`src/rtl/sevenseg_pkg.sv`:
```
// Shared types and the hex-to-segment table for the seven-segment scanner.
// Segment bit 0 is segment a, bit 6 is segment g.
package sevenseg_pkg;

    typedef enum logic [1:0] {
        IDLE  = 2'd0,
        BLANK = 2'd1,
        ON    = 2'd2
    } state_t;

    // Entry n is the segment pattern for hex digit n.
    localparam logic [15:0][6:0] SEG_TABLE = {
        7'h71, 7'h79, 7'h5E, 7'h39,
        7'h7C, 7'h77, 7'h6F, 7'h7F,
        7'h07, 7'h7D, 7'h6D, 7'h66,
        7'h4F, 7'h5B, 7'h06, 7'h3F
    };

    function automatic logic [6:0] hex2seg(input logic [3:0] nib);
        return SEG_TABLE[nib];
    endfunction

endpackage

```
`src/rtl/sevenseg_decode.sv`:
```
// Combinational hex nibble to active-high segment pattern.
// Polarity and blanking are handled by the caller.
module sevenseg_decode
    import sevenseg_pkg::*;
(
    input  logic [3:0] nibble,
    output logic [6:0] seg
);

    assign seg = hex2seg(nibble);

endmodule

```
`src/rtl/sevenseg_scan_driver.sv`:
```
// Time-multiplexed seven-segment scanner with a double-buffered display
// word, ghost-suppression blanking and leading-zero suppression.
module sevenseg_scan_driver
    import sevenseg_pkg::*;
#(
    parameter int NUM_DIGITS   = 4,
    parameter int PRESCALE     = 1000,
    parameter int BLANK_CYCLES = 16,
    parameter bit COMMON_ANODE = 1'b0
) (
    input  logic                    wb_clk_i,
    input  logic                    wb_rst_ni,
    input  logic                    enable_i,
    input  logic                    lz_blank_i,
    input  logic                    load_valid_i,
    output logic                    load_ready_o,
    input  logic [4*NUM_DIGITS-1:0] load_data_i,
    input  logic [NUM_DIGITS-1:0]   load_dp_i,
    output logic [6:0]              seg_o,
    output logic                    dp_o,
    output logic [NUM_DIGITS-1:0]   dig_o,
    output logic                    frame_done_o
);

    localparam int CW = (PRESCALE > 1) ? $clog2(PRESCALE) : 1;
    localparam int IW = $clog2(NUM_DIGITS);
    localparam int DW = 4 * NUM_DIGITS;

    localparam logic [CW-1:0] CNT_LAST   = CW'(PRESCALE - 1);
    localparam logic [CW-1:0] BLANK_LAST = CW'(BLANK_CYCLES - 1);
    localparam logic [IW-1:0] IDX_LAST   = IW'(NUM_DIGITS - 1);

    localparam logic [6:0]            SEG_POL = {7{COMMON_ANODE}};
    localparam logic                  DP_POL  = COMMON_ANODE;
    localparam logic [NUM_DIGITS-1:0] DIG_POL = {NUM_DIGITS{COMMON_ANODE}};

    state_t                state_q, state_d;
    logic [CW-1:0]         cnt_q, cnt_d;
    logic [IW-1:0]         idx_q, idx_d;
    logic                  wrap;

    logic [DW-1:0]         active_data_q, active_data_d;
    logic [NUM_DIGITS-1:0] active_dp_q, active_dp_d;
    logic [DW-1:0]         pend_data_q;
    logic [NUM_DIGITS-1:0] pend_dp_q;
    logic                  pend_full_q;
    logic                  accept;
    logic                  promote;

    logic [NUM_DIGITS-1:0][3:0] nibs;
    logic [NUM_DIGITS-1:0]      zero_from;
    logic [3:0]                 nib_sel;
    logic [6:0]                 seg_dec;
    logic                       lz_hide;
    logic                       lit;
    logic [6:0]                 seg_d;
    logic                       dp_d;
    logic [NUM_DIGITS-1:0]      dig_d;

    // Scan sequencing; the counter spans the whole slot, blank then lit.
    always_comb begin
        state_d = state_q;
        cnt_d   = cnt_q;
        idx_d   = idx_q;
        wrap    = 1'b0;
        if (!enable_i) begin
            state_d = IDLE;
            cnt_d   = '0;
            idx_d   = '0;
        end else begin
            unique case (state_q)
                IDLE: begin
                    state_d = BLANK;
                    cnt_d   = '0;
                    idx_d   = '0;
                end
                BLANK: begin
                    cnt_d = cnt_q + 1'b1;
                    if (cnt_q == BLANK_LAST) begin
                        state_d = ON;
                    end
                end
                ON: begin
                    if (cnt_q == CNT_LAST) begin
                        cnt_d   = '0;
                        state_d = BLANK;
                        if (idx_q == IDX_LAST) begin
                            idx_d = '0;
                            wrap  = 1'b1;
                        end else begin
                            idx_d = idx_q + 1'b1;
                        end
                    end else begin
                        cnt_d = cnt_q + 1'b1;
                    end
                end
                default: begin
                    state_d = IDLE;
                    cnt_d   = '0;
                    idx_d   = '0;
                end
            endcase
        end
    end

    always_ff @(posedge wb_clk_i or negedge wb_rst_ni) begin
        if (!wb_rst_ni) begin
            state_q <= IDLE;
            cnt_q   <= '0;
            idx_q   <= '0;
        end else begin
            state_q <= state_d;
            cnt_q   <= cnt_d;
            idx_q   <= idx_d;
        end
    end

    assign load_ready_o = !pend_full_q;
    assign accept       = load_valid_i && !pend_full_q;
    assign promote      = pend_full_q && (frame_done_o || state_q == IDLE);

    assign active_data_d = promote ? pend_data_q : active_data_q;
    assign active_dp_d   = promote ? pend_dp_q : active_dp_q;

    always_ff @(posedge wb_clk_i or negedge wb_rst_ni) begin
        if (!wb_rst_ni) begin
            pend_data_q   <= '0;
            pend_dp_q     <= '0;
            pend_full_q   <= 1'b0;
            active_data_q <= '0;
            active_dp_q   <= '0;
        end else begin
            active_data_q <= active_data_d;
            active_dp_q   <= active_dp_d;
            if (accept) begin
                pend_data_q <= load_data_i;
                pend_dp_q   <= load_dp_i;
                pend_full_q <= 1'b1;
            end else if (promote) begin
                pend_full_q <= 1'b0;
            end
        end
    end

    // Output stage looks one cycle ahead so the pads track the state register.
    assign nibs    = active_data_d;
    assign nib_sel = nibs[idx_d];

    sevenseg_decode u_decode (
        .nibble (nib_sel),
        .seg    (seg_dec)
    );

    always_comb begin
        zero_from = '0;
        zero_from[NUM_DIGITS-1] = (nibs[NUM_DIGITS-1] == 4'h0);
        for (int i = NUM_DIGITS - 2; i >= 0; i--) begin
            zero_from[i] = zero_from[i+1] && (nibs[i] == 4'h0);
        end
    end

    assign lz_hide = lz_blank_i && (idx_d != '0) && zero_from[idx_d];
    assign lit     = (state_d == ON);
    assign seg_d   = (lit && !lz_hide) ? seg_dec : 7'h00;
    assign dp_d    = lit && active_dp_d[idx_d];
    assign dig_d   = lit ? (NUM_DIGITS'(1) << idx_d) : '0;

    always_ff @(posedge wb_clk_i or negedge wb_rst_ni) begin
        if (!wb_rst_ni) begin
            seg_o        <= SEG_POL;
            dp_o         <= DP_POL;
            dig_o        <= DIG_POL;
            frame_done_o <= 1'b0;
        end else begin
            seg_o        <= seg_d ^ SEG_POL;
            dp_o         <= dp_d ^ DP_POL;
            dig_o        <= dig_d ^ DIG_POL;
            frame_done_o <= wrap;
        end
    end

endmodule
```
`config.mk`:
```
export PLATFORM = sky130hd
export DESIGN_NAME = sevenseg_scan_driver
export DESIGN_NICKNAME = d
export VERILOG_FILES = /design/src/rtl/sevenseg_pkg.sv /design/src/rtl/sevenseg_decode.sv /design/src/rtl/sevenseg_scan_driver.sv
export SDC_FILE = /design/constraint.sdc
export NUM_CORES = 1
export LEC_CHECK = 0
export CORE_MARGIN = 2
export CORE_UTILIZATION = 30
export CTS_BUF_LIST = sky130_fd_sc_hd__clkbuf_8
export CTS_CLUSTER_SIZE = 20
export DETAILED_ROUTE_END_ITERATION = 10
export REMOVE_ABC_BUFFERS = 1
export SETUP_SLACK_MARGIN = 0.5
export SYNTH_ARGS = -nofsm -noshare
export SYNTH_HDL_FRONTEND = slang
export SYNTH_SLANG_ARGS = --single-unit
```
`constraint.sdc`:
```
create_clock -name wb_clk_i -period 4.4 [get_ports wb_clk_i]
set_clock_uncertainty 0.1 [all_clocks]
set_input_delay 0.44 -clock wb_clk_i [delete_from_list [all_inputs] [get_ports wb_clk_i]]
set_output_delay 0.44 -clock wb_clk_i [all_outputs]
set_load 0.02 [all_outputs]
```
# == After elaboration in Yosys (flattened, before gate mapping) ==
# Memory sizes are Yosys's and may differ from the RTL's.
# Cells that the tools add are included.
# totals
wordCells,71
mem_count,1
register_bits,68
input_bits,25
rom_bits,112
# op_classes
n_mux,28
eq_ne,6
add_sub_neg,2
shift,1
reduce_logical,19
magnitude_cmp,2
# mem_list
name,words,word_bits,read_ports,rd_ports_with_merged_regs,write_ports,line_no,rtl
(no name shown),16,7,1,0,0,sevenseg_pkg.sv:20,return SEG_TABLE[nib];
# ops
operator,count
10-bit 2-to-1 mux,2
10-bit case mux with 2 select lines,1
4-bit zero test,4
16-bit 2-to-1 mux,1
7-bit 2-to-1 mux,2
2-bit 2-to-1 mux,6
4-bit 2-to-1 mux,3
10-bit by 1-bit adder with 10-bit output (second input constant),1
10-bit == test (second input constant),1
10-bit by 4-bit == test with 1-bit output (second input constant),1
1-bit logical AND,9
4-bit binary-select mux with 2-bit select,1
1-bit 2-to-1 mux,8
2-bit == test (second input constant),3
2-bit case mux with 3 select lines,1
4-bit by 5-bit less-than comparator with 1-bit output (second input constant),1
1-bit binary-select mux with 2-bit select,2
2-bit case mux with 2 select lines,1
2-bit nonzero test,2
1-bit by 2-bit left shift with 4-bit output (first input constant),1
2-bit by 3-bit less-than comparator with 1-bit output (second input constant),1
2-bit by 1-bit adder with 2-bit output (second input constant),1
2-bit by 1-bit == test with 1-bit output (second input constant),1
1-bit zero test,2
2 further kinds,2

# == Depth between registers and ports, before layout ==
# Gate-level depths: netlist of the first run.
# depth
ltp_word,14
mapped_depth,13
depth_no_buf,13

# == Modules after synthesis ==
# From an unflattened synthesis of the first run, not the netlist that was laid out.
# hier_totals
cells_unflattened,273
area_unflattened_um2,3343.2
# by_module_without_submodules
mod,cells_each,area_per_inst_um2,seq_area_each_um2,instances
sevenseg_scan_driver,240,3055.4,1701.6,1
sevenseg_decode,33,287.8,0.0,1

# == Worst setup path after synthesis of the first run ==
# OpenSTA, ideal clock, no wires.
# synth_timing
kind,flip-flop to flip-flop
from,reg state_q[0]
to,reg seg_o[0]
path_stages_with_launch,13
required_ps,4196
setup_ps,104
n_path_buf,2
setup_slack_ps,932
arrival_ps,3264
path_cell_list,dfrtp_1 > inv_1 > ha_1 > o21ai_1 > clkbuf_1 > clkbuf_1 > mux2_2 > mux2i_1 > mux2_2 > inv_1 > ha_1 > or3_1 > o311ai_1
# synth_lines
element,line_no,rtl
"start, declared",sevenseg_scan_driver.sv:37,"state_t state_q, state_d;"
"start signal, assigned",sevenseg_scan_driver.sv:112,state_q <= state_d;
2-bit zero test (*),sevenseg_scan_driver.sv:120,assign promote = pend_full_q && (frame_done_o || state_q == IDLE);
1-bit logical OR (*),sevenseg_scan_driver.sv:120,
1-bit logical AND (*),sevenseg_scan_driver.sv:120,
16-bit 2-to-1 mux (*),sevenseg_scan_driver.sv:122,assign active_data_d = promote ? pend_data_q : active_data_q;
via active_data_d[0],sevenseg_scan_driver.sv:42,"logic [DW-1:0] active_data_q, active_data_d;"
"parallel branches: the longest is 7 deep, another holds memory read 16 x 7 bit",-,
7-bit 2-to-1 mux (*),sevenseg_scan_driver.sv:164,assign seg_d = (lit && !lz_hide) ? seg_dec : 7'h00;
via seg_d[0],sevenseg_scan_driver.sv:56,logic [6:0] seg_d;
"end signal, assigned",sevenseg_scan_driver.sv:175,seg_o <= seg_d ^ SEG_POL;
"end, declared",sevenseg_scan_driver.sv:19,"output logic [6:0] seg_o,"
# Mark *: on every way through the listed nets, which the timed path passes. The select of a mux whose other input is x is not followed.
# A chain may end at the register's enable or synchronous reset.

# == Worst setup path in the final report of the first run ==
# layout_timing
from,reg cnt_q[4]
to,reg seg_o[1]
# layout_via
elab_chain_cells,10
# layout_rtl
element,line_no,rtl
"start, declared",sevenseg_scan_driver.sv:38,"logic [CW-1:0] cnt_q, cnt_d;"
"start signal, assigned",sevenseg_scan_driver.sv:113,cnt_q <= cnt_d;
10-bit == test (*),sevenseg_scan_driver.sv:84,if (cnt_q == CNT_LAST) begin
2-bit 2-to-1 mux (*),sevenseg_scan_driver.sv:84,
2-bit case mux with 2 select lines (*),sevenseg_scan_driver.sv:71,unique case (state_q)
2-bit 2-to-1 mux (*),sevenseg_scan_driver.sv:66,if (!enable_i) begin
via idx_d[1],sevenseg_scan_driver.sv:39,"logic [IW-1:0] idx_q, idx_d;"
"parallel branches: the longest is 5 deep, another holds memory read 16 x 7 bit",-,
7-bit 2-to-1 mux (*),sevenseg_scan_driver.sv:164,
via seg_d[1],sevenseg_scan_driver.sv:56,
# Marked as above.

==> summary.txt, run 1 <==
Run status
  – Status: complete, no violations

Yosys
  – Post-synth EDFFs: 0
  – Sequential area share after synthesis: 51.3%
  – Largest cells by area after synthesis: dfrtp_1 51%, mux2_2 14%, ha_1 4.5%
  – Post-synth top flop: dfrtp_1
  – Synth Warn #: 0
  – #FFs+latches synth: 68
  – Area leader, netlist: dfrtp_1
  – Avg Cell Area, Syn: 11.9 um^2
  – Top-count cell post-synth: dfrtp_1
  – Cell area after synthesis: 3320 um^2
  – Synth top cells by count: 68 x dfrtp_1, 40 x mux2_2, 23 x nor2_1
  – Syn Inst Count: 279
  – Library cells used by synthesis: 51
  – Synth top area share: 51.3%
  – Asr flop ratio synth: 100%

Clocking
  – Sink Count: 68
  – Post-CTS sizing: 0
  – Post-CTS Setup Inserts: 0
  – Clock Tree Root: clkbuf_8
  – CTS H-tree lvls: 3
  – Clk buf depth: 2
  – Clk slew on worst S/H paths: 0.08 ns
  – Hold Buf Count CTS: 0
  – CTS tree: built
  – CTS buffer count: 9
  – Worst-Skew Late Latency: 0.34 ns

Critical path
  – Data required, critical path: 4.54 ns
  – Critical path class: flop to flop
  – Nature of the critical path startpoint: flop
  – Reg2reg setup slack: 0.82 ns
  – Reg2Reg Depth: 11
  – Crit-path cells: or3b_1 -> or3_1 -> o21a_1 -> nor2_2 -> mux2i_1 -> mux2i_1 -> inv_1 -> ha_1 -> o21ai_0 -> o21ai_0 -> o221a_2
  – Worst EP arrival: 3.72 ns
  – RR Endpoint: seg_o[1]
  – Crit path capture: seg_o[1]
  – Critical path capture point type: flop
  – R2r startpoint: cnt_q[4]
  – Critical Path Fanout Max: 7
  – CP max stage cell: or3b_1
  – Setup crit start: cnt_q[4]
  – Max stage delay on crit path: 0.44 ns

Route
  – Total Wirelength: 7.07 mm
  – DRT iter0 DRCs: 164
  – Detailed-route DRC error count: 0
  – Drt wl/cell: 15.0 um
  – Vias: 2331
  – Antenna Violating Nets Remaining: 0
  – Avg Vias per Cell: 4.95
  – Drt pass-1 iters: 4

STA
  – Final Max Slew Viols: 0
  – Final-report setup violation count: 0
  – Relative slew slack: 26.2%
  – Maximum clock rate: 0.279 GHz
  – Final period util: 81.4%
  – Final hold violations: 0
  – Final min period: 3.58 ns
  – RSZ-0062 raised after global routing: false
  – Setup Total Neg Slack: 0 ns
  – Worst Tran Pin Value: 1.10 ns

Floorplanning
  – Die W: 109 um
  – Starting Density: 30.7%
  – Die H: 109 um
  – I/O pin count: 39
  – Core area: 10800 um^2
  – Full die area: 11900 um^2
  – # rows: 38

Global routing
  – Antenna violations before repair: 0
  – Overflow after GRT: 0
  – All-Layer GR Usage: 12.9%
  – Largest net degree at the start of global routing: 38
  – Vias in the first global route: 2400
  – First-pass GRT wire length: 11.7 mm

Placement
  – Cells after DPL: 455
  – Placed Instance Area: 3870 um^2
  – GP Congestion: 0.890
  – HPWL after DPL: 5.17 mm
  – Port Buffers: 38

Cells and area
  – Net count, final: 363
  – Fillers: 1031
  – # diodes: 0
  – Non-Filler Instances: 471
  – Proportion of layout cells with a drive suffix above 1: 22.7%
  – Area Growth Syn to Fin: 24.5%
  – Final Util: 38.2%
  – Finished Cell Area: 4130 um^2

Flow run
  – Max-cap violation count: 0

Power
  – PD cells: 504 nW/um^2
  – Lkg Pwr: 1.73 nW
  – Total power: 2.08 mW
  – VDD IR max: 0.188 mV

Worst hold path
  – Hold/Removal Path Class: input port to asynchronous set/reset pin
[flip-flops by register name (all words and copies together) (netlist names)]
| name | flops |
|---|---|
| dig_o | 4 |
| frame_done_o | 1 |
| active_data_q | 16 |
| pend_data_q | 16 |
| state_q | 2 |
| idx_q | 2 |
| seg_o | 7 |
| active_dp_q | 4 |
| cnt_q | 10 |
| pend_full_q | 1 |
| pend_dp_q | 4 |
| dp_o | 1 |
[logic make-up (layout without fill, tap and decap cells)]
logic type	count (synthesis)	in the layout	share of synthesized area [%]
muxes	52	52	17.2
DFF	68	68	51.3
buffers and inverters	17	69	2.04
AOI/OAI and AO/OA	44	44	10.9
and+or+nand+nor	78	78	11.9
xor gates and xnor gates	8	8	2.11
adders and majority gates	12	12	4.53
[worst max-delay path: cells and delay by family, from the launching register on]
| kind | cells | cell delay (ns) |
|---|---|---|
| and+or+nand+nor | 3 | 1.22 |
| AOI/OAI and AO/OA | 4 | 0.77 |
| muxes | 2 | 0.57 |
| DFF | 1 | 0.43 |
| adders and majority gates | 1 | 0.27 |
| buffers and inverters | 1 | 0.13 |
[cell type report]
class / count / area (um^2) / area share, %
repair buffers: 41 / 398 / 9.64
inverters: 12 / 45.0 / 1.09
multi-input cells: 194 / 1560 / 37.8
clock buffers: 9 / 124 / 3.00
flip-flops and latches: 68 / 1700 / 41.2
clock inverters: 7 / 124 / 3.00
well taps: 140 / 175 / 4.24
[worst min path at each step]
stage                        to  depth (start not counted)  startpoint  slack [ns]
2_1_floorplan  active_data_q[0]                          0   wb_rst_ni        0.04
6_report           pend_dp_q[3]                          1   wb_rst_ni        0.04
5_1_grt                idx_q[0]                          1   wb_rst_ni         0.1
3_3_place_gp           cnt_q[0]                          1    cnt_q[0]        0.36
4_1_cts                seg_o[1]                          1   wb_rst_ni        0.07
3_5_place_dp           cnt_q[0]                          1    cnt_q[0]        0.35
[per-layer routing]
metal / GRT usage [%] / vias up / share of wire [%]
met4: 6.14 / 0 / 2.3
met5: 0 / - / 0
met2: 21.2 / 66 / 48
met1: 15.8 / 1138 / 45
li1: - / 1112 / -
met3: 3.53 / 15 / 4.4
[placed cells by master, fill, tap and decap left out, drive strengths merged, types with 4 or more instances in the layout]
master and instances:
nor3 6, clkbuf 9, or4 5, clkdlybuf4s50 37, o21a 4, nand3 5
nand2 17, nor2 24, mux2 40, buf 4, dfrtp 68, a21oi 7
inv 13, xnor2 5, ha 12, mux2i 12, o21ai 10
[power breakdown]
| part | total (mW) | internal, mW | switching [mW] |
|---|---|---|---|
| Combinational | 0.585 | 0.277 | 0.307 |
| Sequential | 0.863 | 0.784 | 0.0790 |
| Clock | 0.632 | 0.380 | 0.252 |
[stage by stage]
stage | setup WS (ns) | hold WS, ns
floorplan | 0.471 | 0.0444
global placement | 0.821 | 0.355
detailed placement | 0.626 | 0.354
CTS | 0.782 | 0.0651
global route | 0.638 | 0.0971
finish | 0.820 | 0.0419
Note: power is estimated with default switching activity, not from simulation.
==> run 2: changes to the inputs <==
==> constraint.sdc (replaced) <==
create_clock -name wb_clk_i -period 3.5 [get_ports wb_clk_i]
set_clock_uncertainty 0.1 [all_clocks]
set_input_delay 0.35 -clock wb_clk_i [delete_from_list [all_inputs] [get_ports wb_clk_i]]
set_output_delay 0.35 -clock wb_clk_i [all_outputs]
set_load 0.02 [all_outputs]
==> summary.txt, run 2 (same netlist as run 1, synthesis figures left out) <==
Run status
  – Status: complete, no violations

Global routing
  – Antenna violations before repair: 0
  – Overflow after GRT: 0
  – Vias in the first global route: 2565
  – Largest net degree at the start of global routing: 50
  – All-Layer GR Usage: 13.8%
  – First-pass GRT wire length: 12.4 mm

STA
  – Final min period: 3.09 ns
  – RSZ-0062 raised after global routing: true
  – Final setup margin: 0.411 ns
  – Maximum clock rate: 0.324 GHz
  – Final-report setup violation count: 0
  – Final period util: 88.3%
  – Final Max Slew Viols: 0
  – Worst Tran Pin Value: 1.07 ns
  – Setup Total Neg Slack: 0 ns
  – Relative slew slack: 29.0%
  – Final hold violations: 0

Clocking
  – Clk buf depth: 2
  – CTS tree: built
  – Clock Tree Root: clkbuf_8
  – CTS buffer count: 9
  – Sink Count: 68
  – CTS H-tree lvls: 3
  – Clk slew on worst S/H paths: 0.08 ns
  – Hold Buf Count CTS: 0
  – Worst-Skew Late Latency: 0.35 ns

Route
  – Drt wl/cell: 15.6 um
  – Antenna Violating Nets Remaining: 0
  – Vias: 2490
  – Total Wirelength: 7.76 mm
  – Avg Vias per Cell: 5.00
  – DRT iter0 DRCs: 117
  – Drt pass-1 iters: 4
  – Detailed-route DRC error count: 0

Power
  – Share of power burned in registers: 38.9%
  – Psw: 0.873 mW
  – Power Internal: 1.92 mW
  – Logic gate share of total power: 32.7%
  – VDD IR max: 0.246 mV
  – PD cells: 616 nW/um^2
  – Lkg Pwr: 1.89 nW
  – Clock power share: 28.4%
  – Switching share of power: 31.3%

Placement
  – Placed Instance Area: 3950 um^2
  – Port Buffers: 38
  – HPWL after DPL: 5.35 mm
  – GP Congestion: 0.882
  – Dpl ws: 0.278 ns

Floorplanning
  – Die H: 109 um
  – Core area: 10800 um^2
  – Die W: 109 um
  – # rows: 38
  – Starting Density: 30.7%
  – Full die area: 11900 um^2
  – I/O pin count: 39

Cells and area
  – # diodes: 0
  – Footprint of the multi-input gates: 1730 um^2
  – Sequential cell area: 1700 um^2
  – Fillers: 1003
  – Proportion of layout cells with a drive suffix above 1: 36.0%
  – Finished Cell Area: 4530 um^2
  – Area Growth Syn to Fin: 36.7%
  – Net count, final: 390
  – Highest-count cells in the layout ignoring fill and taps: 67 x dfrtp_1, 39 x mux2_2, 37 x clkdlybuf4s50_1
  – Biggest registers after layout: active_data_q: 16 flops, pend_data_q: 16 flops, cnt_q: 10 flops
  – Most common cell after layout, fill and taps aside: dfrtp_1

Flow run
  – Max-cap violation count: 0

Critical path
  – Critical Path Fanout Max: 4
  – Critical path class: flop to flop
  – CP max stage cell: or4_4
  – Data required, critical path: 3.65 ns
  – Max stage delay on crit path: 0.54 ns
  – Crit-path cells: or4_4 -> or4_4 -> a31o_1 -> a2111o_1 -> a311oi_4 -> o21ai_2 -> or3_1 -> o311ai_1
  – Most frequent cell on the critical path: or4_4
  – Nature of the critical path startpoint: flop
  – Worst EP arrival: 3.24 ns
  – Critical path capture point type: flop

Worst hold path
  – Hold/Removal Path Class: input port to asynchronous set/reset pin
## run 2: power by group through the flow
stage	clock, mW	combinational (mW)	sequential, mW
2_1_floorplan	0	0.553	1.06
3_3_place_gp	0	0.747	1.10
3_5_place_dp	0	0.761	1.10
4_1_cts	0.813	0.826	1.09
5_1_grt	0.846	1.00	1.12
6_report	0.794	0.913	1.09
## run 2: repair_timing
item | in CTS | in global routing
endpoints found under the hold margin | 0 | 0
endpoints found under the setup margin | 7 | 7
buffers inserted | 9 | 9
pin swaps | 6 | 12
gates cloned | 0 | 1
resized for setup | 18 | 24
## run 2: through the flow
stage	std cells	hold WS (ns)	utilization [%]	total power, mW
after floorplan	274	-0.0456	-	1.62
after global placement	463	0.355	36.6	1.84
after detailed placement	463	0.364	36.6	1.87
after CTS	488	0.125	40.2	2.73
after global routing	498	0.192	42.0	2.96
final	498	0.0967	42.0	2.79
## run 2: worst max-delay path, delay by kind of cell (launching register included)
family	cells	cell delay (ns)
AO/OA/AOI/OAI	5	1.21
flip-flops	1	0.39
AND/OR/NAND/NOR	3	1.30
## run 2: cell type report
cell class | instances | share of cell area (%)
Inverter | 12 | 1.05
Clock inverter | 7 | 2.73
Multi-Input combinational cell | 194 | 38.2
Clock buffer | 9 | 2.73
Sequential cell | 68 | 37.6
Timing Repair Buffer | 68 | 13.9
Tap cell | 140 | 3.87
## run 2: final timing paths
kind / start / to / slack, ns / cells after the start
max: cnt_q[6] / seg_o[0] / 0.41 / 8
min: wb_rst_ni / cnt_q[5] / 0.1 / 1
max reg2reg: cnt_q[6] / seg_o[0] / 0.41 / 8
min reg2reg: cnt_q[0] / cnt_q[0] / 0.37 / 1
max in group asynchronous: wb_rst_ni / cnt_q[3] / 2.32 / 2
min in group wb_clk_i: cnt_q[0] / cnt_q[0] / 0.37 / 1
## run 2: metal layers
| layer | share of wire, % | global-route usage [%] | vias to the layer above |
|---|---|---|---|
| met4 | 2.5 | 5.95 | 0 |
| met1 | 41 | 16.1 | 1236 |
| met5 | 0 | 0 | - |
| met2 | 52 | 23.6 | 67 |
| li1 | - | - | 1166 |
| met3 | 4.2 | 3.83 | 21 |
==> run 3: changes to the inputs <==
--- a/config.mk
+++ b/config.mk
@@ -8,6 +8,7 @@
 export CORE_MARGIN = 2
 export CORE_UTILIZATION = 30
 export CTS_BUF_LIST = sky130_fd_sc_hd__clkbuf_8
+export CTS_CLUSTER_DIAMETER = 30
 export CTS_CLUSTER_SIZE = 20
 export DETAILED_ROUTE_END_ITERATION = 10
 export REMOVE_ABC_BUFFERS = 1
==> results of run 3 <==
Same layout as run 2: the final DEF is identical, and so are final timing and power.
